===== src/rtl/mem_port_arbiter_pkg.sv =====
// Shared encodings for the pmem port arbiter: FSM states, owner codes and the default
// LSU streak limit.
package mem_port_arbiter_pkg;

    localparam logic [1:0] ARB_IDLE = 2'd0;
    localparam logic [1:0] ARB_REQ  = 2'd1;
    localparam logic [1:0] ARB_RESP = 2'd2;

    localparam logic OWN_IF  = 1'b0;
    localparam logic OWN_LSU = 1'b1;

    localparam int unsigned DEFAULT_MAX_STREAK = 4;
    // Wide enough for the largest legal limit (15).
    localparam int unsigned STREAK_W = 4;

endpackage


===== src/rtl/mem_port_arbiter_arb_pick.sv =====
// Combinational winner selection: LSU has fixed priority unless IF has waited through
// MAX_STREAK consecutive LSU grants.
module mem_port_arbiter_arb_pick
    import mem_port_arbiter_pkg::*;
#(
    parameter int unsigned MAX_STREAK = DEFAULT_MAX_STREAK
) (
    input  logic                if_valid,
    input  logic                lsu_valid,
    input  logic [STREAK_W-1:0] streak,
    output logic                grant_if,
    output logic                grant_lsu
);

    localparam logic [STREAK_W-1:0] STREAK_MAX = STREAK_W'(MAX_STREAK);

    always_comb begin
        grant_lsu = lsu_valid & (~if_valid | (streak < STREAK_MAX));
        grant_if  = if_valid & ~grant_lsu;
    end

endmodule


===== src/rtl/mem_port_arbiter.sv =====
// Shares the single pmem port between instruction fetch and the LSU, one transaction at a
// time. Optional grant/stall counters are enabled with `define ARB_PERF_CNT_EN.
module mem_port_arbiter
    import mem_port_arbiter_pkg::*;
#(
    parameter int unsigned ADDR_W     = 64,
    parameter int unsigned DATA_W     = 64,
    parameter int unsigned MAX_STREAK = DEFAULT_MAX_STREAK
) (
    input  logic                clk,
    input  logic                rst_n,
    input  logic                if_valid,
    output logic                if_ready,
    input  logic [ADDR_W-1:0]   if_addr,
    output logic                if_rsp_valid,
    output logic [DATA_W-1:0]   if_rdata,
    input  logic                lsu_valid,
    output logic                lsu_ready,
    input  logic                lsu_wen,
    input  logic [ADDR_W-1:0]   lsu_addr,
    input  logic [DATA_W-1:0]   lsu_wdata,
    input  logic [DATA_W/8-1:0] lsu_wmask,
    output logic                lsu_rsp_valid,
    output logic [DATA_W-1:0]   lsu_rdata,
    output logic                mem_req_valid,
    input  logic                mem_req_ready,
    output logic                mem_wen,
    output logic [ADDR_W-1:0]   mem_addr,
    output logic [DATA_W-1:0]   mem_wdata,
    output logic [DATA_W/8-1:0] mem_wmask,
    input  logic                mem_rsp_valid,
    input  logic [DATA_W-1:0]   mem_rdata,
    output logic                busy
`ifdef ARB_PERF_CNT_EN
    ,
    output logic [31:0]         if_grant_cnt,
    output logic [31:0]         lsu_grant_cnt,
    output logic [31:0]         stall_cnt
`endif
);

    localparam logic [STREAK_W-1:0] STREAK_MAX = STREAK_W'(MAX_STREAK);

    logic [1:0]          state_q, state_d;
    logic                owner_q, owner_d;
    logic [STREAK_W-1:0] streak_q, streak_d;
    logic [ADDR_W-1:0]   addr_q, addr_d;
    logic                wen_q, wen_d;
    logic [DATA_W-1:0]   wdata_q, wdata_d;
    logic [DATA_W/8-1:0] wmask_q, wmask_d;

    logic grant_if, grant_lsu;
    logic in_idle, in_req, in_resp;

    mem_port_arbiter_arb_pick #(
        .MAX_STREAK (MAX_STREAK)
    ) u_arb_pick (
        .if_valid  (if_valid),
        .lsu_valid (lsu_valid),
        .streak    (streak_q),
        .grant_if  (grant_if),
        .grant_lsu (grant_lsu)
    );

    assign in_idle = (state_q == ARB_IDLE);
    assign in_req  = (state_q == ARB_REQ);
    assign in_resp = (state_q == ARB_RESP);

    always_comb begin
        state_d  = state_q;
        owner_d  = owner_q;
        streak_d = streak_q;
        addr_d   = addr_q;
        wen_d    = wen_q;
        wdata_d  = wdata_q;
        wmask_d  = wmask_q;
        case (state_q)
            ARB_IDLE: begin
                if (grant_lsu) begin
                    owner_d = OWN_LSU;
                    addr_d  = lsu_addr;
                    wen_d   = lsu_wen;
                    wdata_d = lsu_wdata;
                    wmask_d = lsu_wmask;
                    state_d = ARB_REQ;
                end else if (grant_if) begin
                    owner_d = OWN_IF;
                    addr_d  = if_addr;
                    wen_d   = 1'b0;
                    wdata_d = '0;
                    wmask_d = '0;
                    state_d = ARB_REQ;
                end
                // Streak only measures LSU grants taken while IF is actually waiting.
                if (!if_valid || grant_if) begin
                    streak_d = '0;
                end else if (grant_lsu && (streak_q != STREAK_MAX)) begin
                    streak_d = streak_q + STREAK_W'(1);
                end
            end
            ARB_REQ: begin
                if (mem_req_ready) state_d = ARB_RESP;
            end
            ARB_RESP: begin
                if (mem_rsp_valid) state_d = ARB_IDLE;
            end
            default: state_d = ARB_IDLE;
        endcase
    end

    always_ff @(posedge clk or negedge rst_n) begin
        if (!rst_n) begin
            state_q  <= ARB_IDLE;
            owner_q  <= OWN_IF;
            streak_q <= '0;
            addr_q   <= '0;
            wen_q    <= 1'b0;
            wdata_q  <= '0;
            wmask_q  <= '0;
        end else begin
            state_q  <= state_d;
            owner_q  <= owner_d;
            streak_q <= streak_d;
            addr_q   <= addr_d;
            wen_q    <= wen_d;
            wdata_q  <= wdata_d;
            wmask_q  <= wmask_d;
        end
    end

    always_comb begin
        if_ready      = in_idle & grant_if;
        lsu_ready     = in_idle & grant_lsu;
        mem_req_valid = in_req;
        mem_wen       = in_req & wen_q;
        mem_addr      = in_req ? addr_q  : '0;
        mem_wdata     = in_req ? wdata_q : '0;
        mem_wmask     = in_req ? wmask_q : '0;
        if_rsp_valid  = in_resp & mem_rsp_valid & (owner_q == OWN_IF);
        lsu_rsp_valid = in_resp & mem_rsp_valid & (owner_q == OWN_LSU);
        if_rdata      = if_rsp_valid ? mem_rdata : '0;
        // Write acks carry no data.
        lsu_rdata     = (lsu_rsp_valid && !wen_q) ? mem_rdata : '0;
        busy          = ~in_idle;
    end

`ifdef ARB_PERF_CNT_EN
    always_ff @(posedge clk or negedge rst_n) begin
        if (!rst_n) begin
            if_grant_cnt  <= '0;
            lsu_grant_cnt <= '0;
            stall_cnt     <= '0;
        end else begin
            if (if_ready)  if_grant_cnt  <= if_grant_cnt + 32'd1;
            if (lsu_ready) lsu_grant_cnt <= lsu_grant_cnt + 32'd1;
            if ((if_valid | lsu_valid) & ~(if_ready | lsu_ready)) begin
                stall_cnt <= stall_cnt + 32'd1;
            end
        end
    end
`endif

    // A response outside RESP is a memory-side protocol error; it is dropped.
    stray_rsp_check: assert property (@(posedge clk) disable iff (!rst_n)
        mem_rsp_valid |-> in_resp)
        else $warning("mem_port_arbiter: stray mem_rsp_valid outside RESP ignored");

endmodule


===== config.mk =====
export PLATFORM = sky130hd
export DESIGN_NAME = mem_port_arbiter
export DESIGN_NICKNAME = d
export VERILOG_FILES = /design/src/rtl/mem_port_arbiter_pkg.sv /design/src/rtl/mem_port_arbiter_arb_pick.sv /design/src/rtl/mem_port_arbiter.sv
export SDC_FILE = /design/constraint.sdc
export NUM_CORES = 1
export LEC_CHECK = 0
export ABC_AREA = 1
export CAP_MARGIN = 40
export CELL_PAD_IN_SITES_DETAIL_PLACEMENT = 1
export CELL_PAD_IN_SITES_GLOBAL_PLACEMENT = 1
export CORE_AREA = 3 3 211 213
export DETAILED_ROUTE_END_ITERATION = 12
export DIE_AREA = 0 0 214 216
export PLACE_DENSITY_LB_ADDON = 0.1
export SLEW_MARGIN = 20
export SYNTH_ARGS = -nofsm -noshare
export SYNTH_HDL_FRONTEND = slang
export SYNTH_SLANG_ARGS = --single-unit

===== constraint.sdc =====
create_clock -name clk -period 2.7 [get_ports clk]
set_clock_uncertainty 0.1 [all_clocks]
set_input_delay 0.27 -clock clk [delete_from_list [all_inputs] [get_ports clk]]
set_output_delay 0.27 -clock clk [all_outputs]
set_load 0.05 [all_outputs]

==> impl_metrics.yaml, run 1 <==
layout:
  final_cell_mix: "nand2_1 (420), inv_1 (337), nor2_1 (269), clkdlybuf4s50_1 (269), buf_12 (225)"
  syn2layout_area_growth_pct: 98.3
  final_cell_area_um2: 17300
  fillCellCount: 5101
  layout-drive-gt1-share: 0.173
  final_common_cell: "nand2_1"
  final_nets: 2172
floorplan:
  die_h_um: 216
  num_io_pins: 542
  die_area_um2: 46200
  fp-row-count: 76
  start_util: 0.204
  die_width_um: 214
  core_area_um2: 42900
logic_synthesis:
  ys_seq_area_frac: 0.412
  async_flop_share: 1.00
  synth_edf_count: 0
  avgSynthCellArea_um2: 6.25
  ys_ff_latch: 144
  syn-instance-count: 1399
  synth_area_leaders: "dfrtp_1 (41%), nand2_1 (18%), inv_1 (15%)"
  yosysTopAreaCellShare: 0.412
  ys.flop_type: "dfrtp_1"
  yosysWarnings: 0
  ys_types: 20
  syn_nets: 1672
  synth_area_um2: 8740
  synth_top_area_cell: "dfrtp_1"
hold_path:
  hp-class: "input port to flip-flop"
timing:
  tns_ns: 0
  max_slew_margin: 0.466
  worst_pin_slew_ns: 0.801
  finalHoldViolCount: 0
  max_freq_mhz: 406
  slew_viol_final: 0
  min_period_ns: 2.46
  min_period_over_period: 0.912
  grt_setup_unrepaired: "false"
  final-setup-viol-count: 0
critical_path:
  path_cells: "nor2_4 -> inv_1 -> clkdlybuf4s50_1"
  cp_max_fo: 7
  critical_path.endpoint_type: "output port"
  crit_path_top_delay_cell: "clkdlybuf4s50_1"
  arrival_ns: 2.09
  cp-start-kind: "flip-flop"
  slowest_delay_ns: 0.90
  worstPathRequired_ns: 2.33
  worstSetupPathType: "flip-flop to output port"
global_route:
  antenna_found_initial: 7
  grt_usage: 0.192
  grt_max_degree: 66
  grt_pass1_vias: 10570
  grt_overflow: 0
  grt_pass1_wl_um: 67500
placement:
  globalplace.congestion: 0.838
  postPlaceCellArea_um2: 16700
  port_buffers: 541
  hpwlAfterDp_um: 34300
clocking:
  clk_pin_slew_ns: 0.07
  clk_path_buf_depth: 2
  clockRootBuffer: "clkbuf_16"
  cts_max_level: 4
  cts_inserted_buffers: 17
  cts_tree: "yes"
  clock_sinks: 144
  clkLatencyLatePin_ns: 0.44
routing:
  routedWlPerCell_um: 17.8
  dr.first_iter.drc_count: 423
  vias_per_cell: 4.04
  wl_um: 44500
  first_pass_iters: 6
  detail-route-antenna-nets: 0
  drc: 0
  vias: 10085
pwr:
  powerDensity_nw_per_um2: 953
  peakVddDrop_mv: 0.470
  leakage_nw: 8.91
run_status:
  outcome: "complete, no violations"
run:
  max_cap_viol_count: 0
-- worst paths after layout --
| path | from | endpoint | slack, ns | depth (start not counted) |
|---|---|---|---|---|
| worst max register to register | streak_q[2]$_DFFE_PN0P_ | addr_q[39]$_DFFE_PN0P_ | 0.75 | 5 |
| min in group asynchronous | rst_n | wmask_q[5]$_DFFE_PN0P_ | 0.28 | 2 |
| worst min register to register | wdata_q[28]$_DFFE_PN0P_ | wdata_q[28]$_DFFE_PN0P_ | 0.38 | 2 |
| worst max-delay path | state_q[1]$_DFFE_PN0P_ | busy | 0.24 | 3 |
| worst min-delay path | lsu_valid | streak_q[0]$_DFFE_PN0P_ | 0.11 | 3 |
| max in group asynchronous | rst_n | addr_q[31]$_DFFE_PN0P_ | 1.49 | 3 |
-- kinds of logic (layout without fill, tap and decap cells) --
kind of cell | count (synthesis) | in the layout | share of synthesized area
AND/OR/NAND/NOR | 827 | 827 | 0.376
buffers and inverters | 418 | 931 | 0.203
flip-flops | 144 | 144 | 0.412
AO/OA/AOI/OAI | 7 | 7 | 0.00529
adder cells (fa/ha/maj) | 2 | 2 | 0.00286
XOR/XNOR | 1 | 1 | 0.00100
other | 0 | 2 | 0
-- where the power goes --
part	internal, mW	switching, mW
Clock	1.56	1.06
Combinational	3.75	6.46
Sequential	3.16	0.540
Total	8.47	8.06
-- worst max-delay path, delay by kind of cell (launching register included) --
family                 cells  cell delay, ns
buffers and inverters      2            1.09
flip-flops                 1            0.47
AND/OR/NAND/NOR            1            0.09
-- synth_stat cells (2+ instances only) --
master / number
buf_2: 43
dfrtp_1: 144
nor2_1: 270
nand3_1: 129
inv_1: 338
clkbuf_1: 6
buf_1: 6
buf_6: 16
buf_4: 8
nand2_1: 421
ha_1: 2
o21ai_0: 5
nand4_1: 4
-- repair_timing --
action / in CTS / in global routing
hold buffers: 1 / 0
gates resized for setup: 0 / 2
endpoints found under the hold margin: 52 / 0
endpoints found under the setup margin: 0 / 45
setup buffers: 0 / 0
-- per-stage QoR --
stage	instances	hold WS [ns]	worst slack [ns]	power [mW]	utilization
2_1_floorplan	1399	-0.126	0.268	9.64	-
3_5_place_dp	2464	0.200	0.165	14.1	0.389
3_3_place_gp	2463	0.210	0.141	14.0	0.389
5_1_grt	2499	0.109	0.0827	17.7	0.404
4_1_cts	2497	0.0818	0.0430	16.9	0.404
6_report	2499	0.106	0.237	16.5	0.404
-- layout make-up --
class                   count  area [um^2]  share of cell area
diodes                      2         5.00            0.000289
clock buffers              17          425              0.0245
clock inverters            15          210              0.0121
inverters                 339         1280              0.0737
multi-input cells         837         3390               0.195
flip-flops and latches    144         3600               0.208
well taps                 585          732              0.0422
repair buffers            560         7700               0.444
-- registers in the layout, indices dropped and copies added (netlist names) --
name,cells
wdata_q,64
state_q,2
wen_q,1
streak_q,4
wmask_q,8
addr_q,64
owner_q,1
-- per-layer routing --
metal / up-vias / global-route usage / part of all wire
li1: 4955 / - / -
met1: 4808 / 0.236 / 0.42
met2: 275 / 0.327 / 0.49
met3: 37 / 0.0627 / 0.068
met4: 10 / 0.0451 / 0.014
met5: - / 0 / 0.0014
No activity file was read; power rests on OpenSTA's default activity.
==> run 2, diff against run 1 <==
==> constraint.sdc (replaced) <==
create_clock -name clk -period 2.9 [get_ports clk]
set_clock_uncertainty 0.1 [all_clocks]
set_input_delay 0.29 -clock clk [delete_from_list [all_inputs] [get_ports clk]]
set_output_delay 0.29 -clock clk [all_outputs]
set_load 0.05 [all_outputs]
==> run 2 against run 1 <==
Net effect: worst setup slack better by 0.025 ns; clock power is 9.9% lower; non-clock buffer count fell by 2; final cell count unchanged; critical path depth increased by 2; global-route usage about the same; design area down 6.1%; register-to-register slack better by 0.19 ns; sequential power is 6.5% lower; via count down 0.46%; largest power group unchanged.
==> impl_metrics.yaml, run 2 (same netlist as run 1, synthesis figures left out) <==
run_status:
  outcome: "complete, no violations"
critical_path:
  worstPathRequired_ns: 2.51
  path_delay_family: "buffers and inverters"
  cp_max_fo: 64
  arrival_ns: 2.25
  r2r-end: "addr_q[5]$_DFFE_PN0P_"
  crit_path_top_delay_cell: "dfrtp_1"
  crit_buf_inv: 3
  path_common_cell: "nor2_1"
  ff2ff_path_depth: 6
  worstSetupPathType: "flip-flop to output port"
  slowest_delay_ns: 0.45
  startpoint: "state_q[1]$_DFFE_PN0P_"
  r2r_slack_ns: 0.94
  critical_path.endpoint_type: "output port"
  rr_startpoint: "state_q[1]$_DFFE_PN0P_"
  cp-start-kind: "flip-flop"
  cp.depth: 5
  critPathCapture: "mem_wdata[5]"
  path_cells: "nor2_1 -> inv_6 -> buf_12 -> nor2_1 -> buf_4"
layout:
  syn2layout_area_growth_pct: 86.2
  layout-drive-gt1-share: 0.150
  final_common_cell: "nand2_1"
  final_cell_area_um2: 16300
  top_regs: "addr_q x64, wdata_q x64, wmask_q x8"
  final_cell_mix: "nand2_1 (420), inv_1 (337), nor2_1 (270), clkdlybuf4s50_1 (270), dfrtp_1 (144)"
  final_nets: 2170
routing:
  highest_layer: "met5"
  detail-route-antenna-nets: 0
  wl_met2_um: 21500
  met1Wirelength_um: 18900
  vias: 10039
  dr.first_iter.drc_count: 377
  drc: 0
  vias_per_cell: 4.02
  wl_um: 44500
  routedWlPerCell_um: 17.8
  met3_length_um: 3300
  first_pass_iters: 4
timing:
  max_slew_margin: 0.479
  min_period_over_period: 0.909
  max_freq_mhz: 379
  final-setup-viol-count: 0
  min_period_ns: 2.64
  slew_viol_final: 0
  worst_pin_slew_ns: 0.782
  finalHoldViolCount: 0
  grt_setup_unrepaired: "false"
  tns_ns: 0
clocking:
  cts_inserted_buffers: 17
  clk_path_buf_depth: 2
  cts_tree: "yes"
  clk_pin_slew_ns: 0.07
  clkLatencyLatePin_ns: 0.44
  clock_sinks: 144
  cts_max_level: 4
  clockRootBuffer: "clkbuf_16"
floorplan:
  core_area_um2: 42900
  die_area_um2: 46200
  start_util: 0.204
  num_io_pins: 542
  die_h_um: 216
  fp-row-count: 76
  die_width_um: 214
placement:
  globalplace.congestion: 0.836
  hpwlAfterDp_um: 34100
  port_buffers: 541
  postPlaceCellArea_um2: 15700
run:
  max_cap_viol_count: 0
global_route:
  antenna_found_initial: 9
  grt_pass1_wl_um: 68000
  grt_usage: 0.192
  grt_max_degree: 82
  grt_overflow: 0
  grt_pass1_vias: 10557
hold_path:
  hp-class: "input port to async pin"
pwr:
  peakVddDrop_mv: 0.544
  powerDensity_nw_per_um2: 868
  leakage_nw: 8.73
==> run 2: cell count changes in the layout (fill, tap and decap cells not counted), moves of 2 or more <==
cell and change:
buf_4 +43, diode_2 +2, clkinv_4 -2, inv_8 +3
bufinv_16 -2, dlygate4sd2_1 +41, clkinvlp_4 -3, buf_12 -86
==> run 2: final cells by class <==
class                           count  area, um^2
Tap cell                          585         732
Multi-Input combinational cell    837        3390
Fill cell                        5260       26600
Antenna cell                        4        10.0
Inverter                          339        1280
Clock inverter                     14         174
Clock buffer                       18         439
Sequential cell                   144        3600
Timing Repair Buffer              558        6660
==> run 2: worst min path at each step <==
stage / end / slack (ns) / depth (start not counted)
6_report: wdata_q[41]$_DFFE_PN0P_ / 0.24 / 2
4_1_cts: wdata_q[41]$_DFFE_PN0P_ / 0.24 / 2
3_3_place_gp: wdata_q[43]$_DFFE_PN0P_ / 0.15 / 1
5_1_grt: wdata_q[41]$_DFFE_PN0P_ / 0.26 / 2
3_5_place_dp: wdata_q[43]$_DFFE_PN0P_ / 0.14 / 1
2_1_floorplan: addr_q[0]$_DFFE_PN0P_ / -0.11 / 0
==> run 2: power breakdown <==
part | switching, mW | total, mW | internal, mW
combinational | 5.79 | 8.33 | 2.54
sequential | 0.511 | 3.46 | 2.94
clock | 1.03 | 2.36 | 1.33
==> run 2: what timing repair did <==
item | CTS | global route
endpoints found under the setup margin | 41 | 7
hold endpoints to repair | 36 | 0
hold buffers | 1 | 0
gates resized for setup | 41 | 1
cloned | 0 | 0
buffers inserted | 0 | 0
==> run 2: metrics by stage <==
step	instances	setup WS (ns)	util	hold WS, ns	total power, mW
after floorplan	1399	0.172	-	-0.106	8.97
after global placement	2462	0.500	0.366	0.146	12.0
after detailed placement	2462	0.434	0.366	0.140	12.1
after CTS	2495	0.0859	0.379	0.238	14.4
after global routing	2497	0.0803	0.380	0.257	15.2
final	2499	0.263	0.380	0.241	14.1
==> run 2: layer usage <==
metal  track usage  vias to the layer above
met5             0                        -
met4        0.0440                       14
met3        0.0652                       42
met2         0.326                      302
met1         0.235                     4729
li1              -                     4952
==> run 3, diff against run 2 <==
--- a/config.mk
+++ b/config.mk
@@ -13,7 +13,6 @@
 export DETAILED_ROUTE_END_ITERATION = 12
 export DIE_AREA = 0 0 214 216
 export PLACE_DENSITY_LB_ADDON = 0.1
-export SLEW_MARGIN = 20
 export SYNTH_ARGS = -nofsm -noshare
 export SYNTH_HDL_FRONTEND = slang
 export SYNTH_SLANG_ARGS = --single-unit
==> results of run 3 <==
The final DEF is identical to that of run 2; final timing and power are the same.
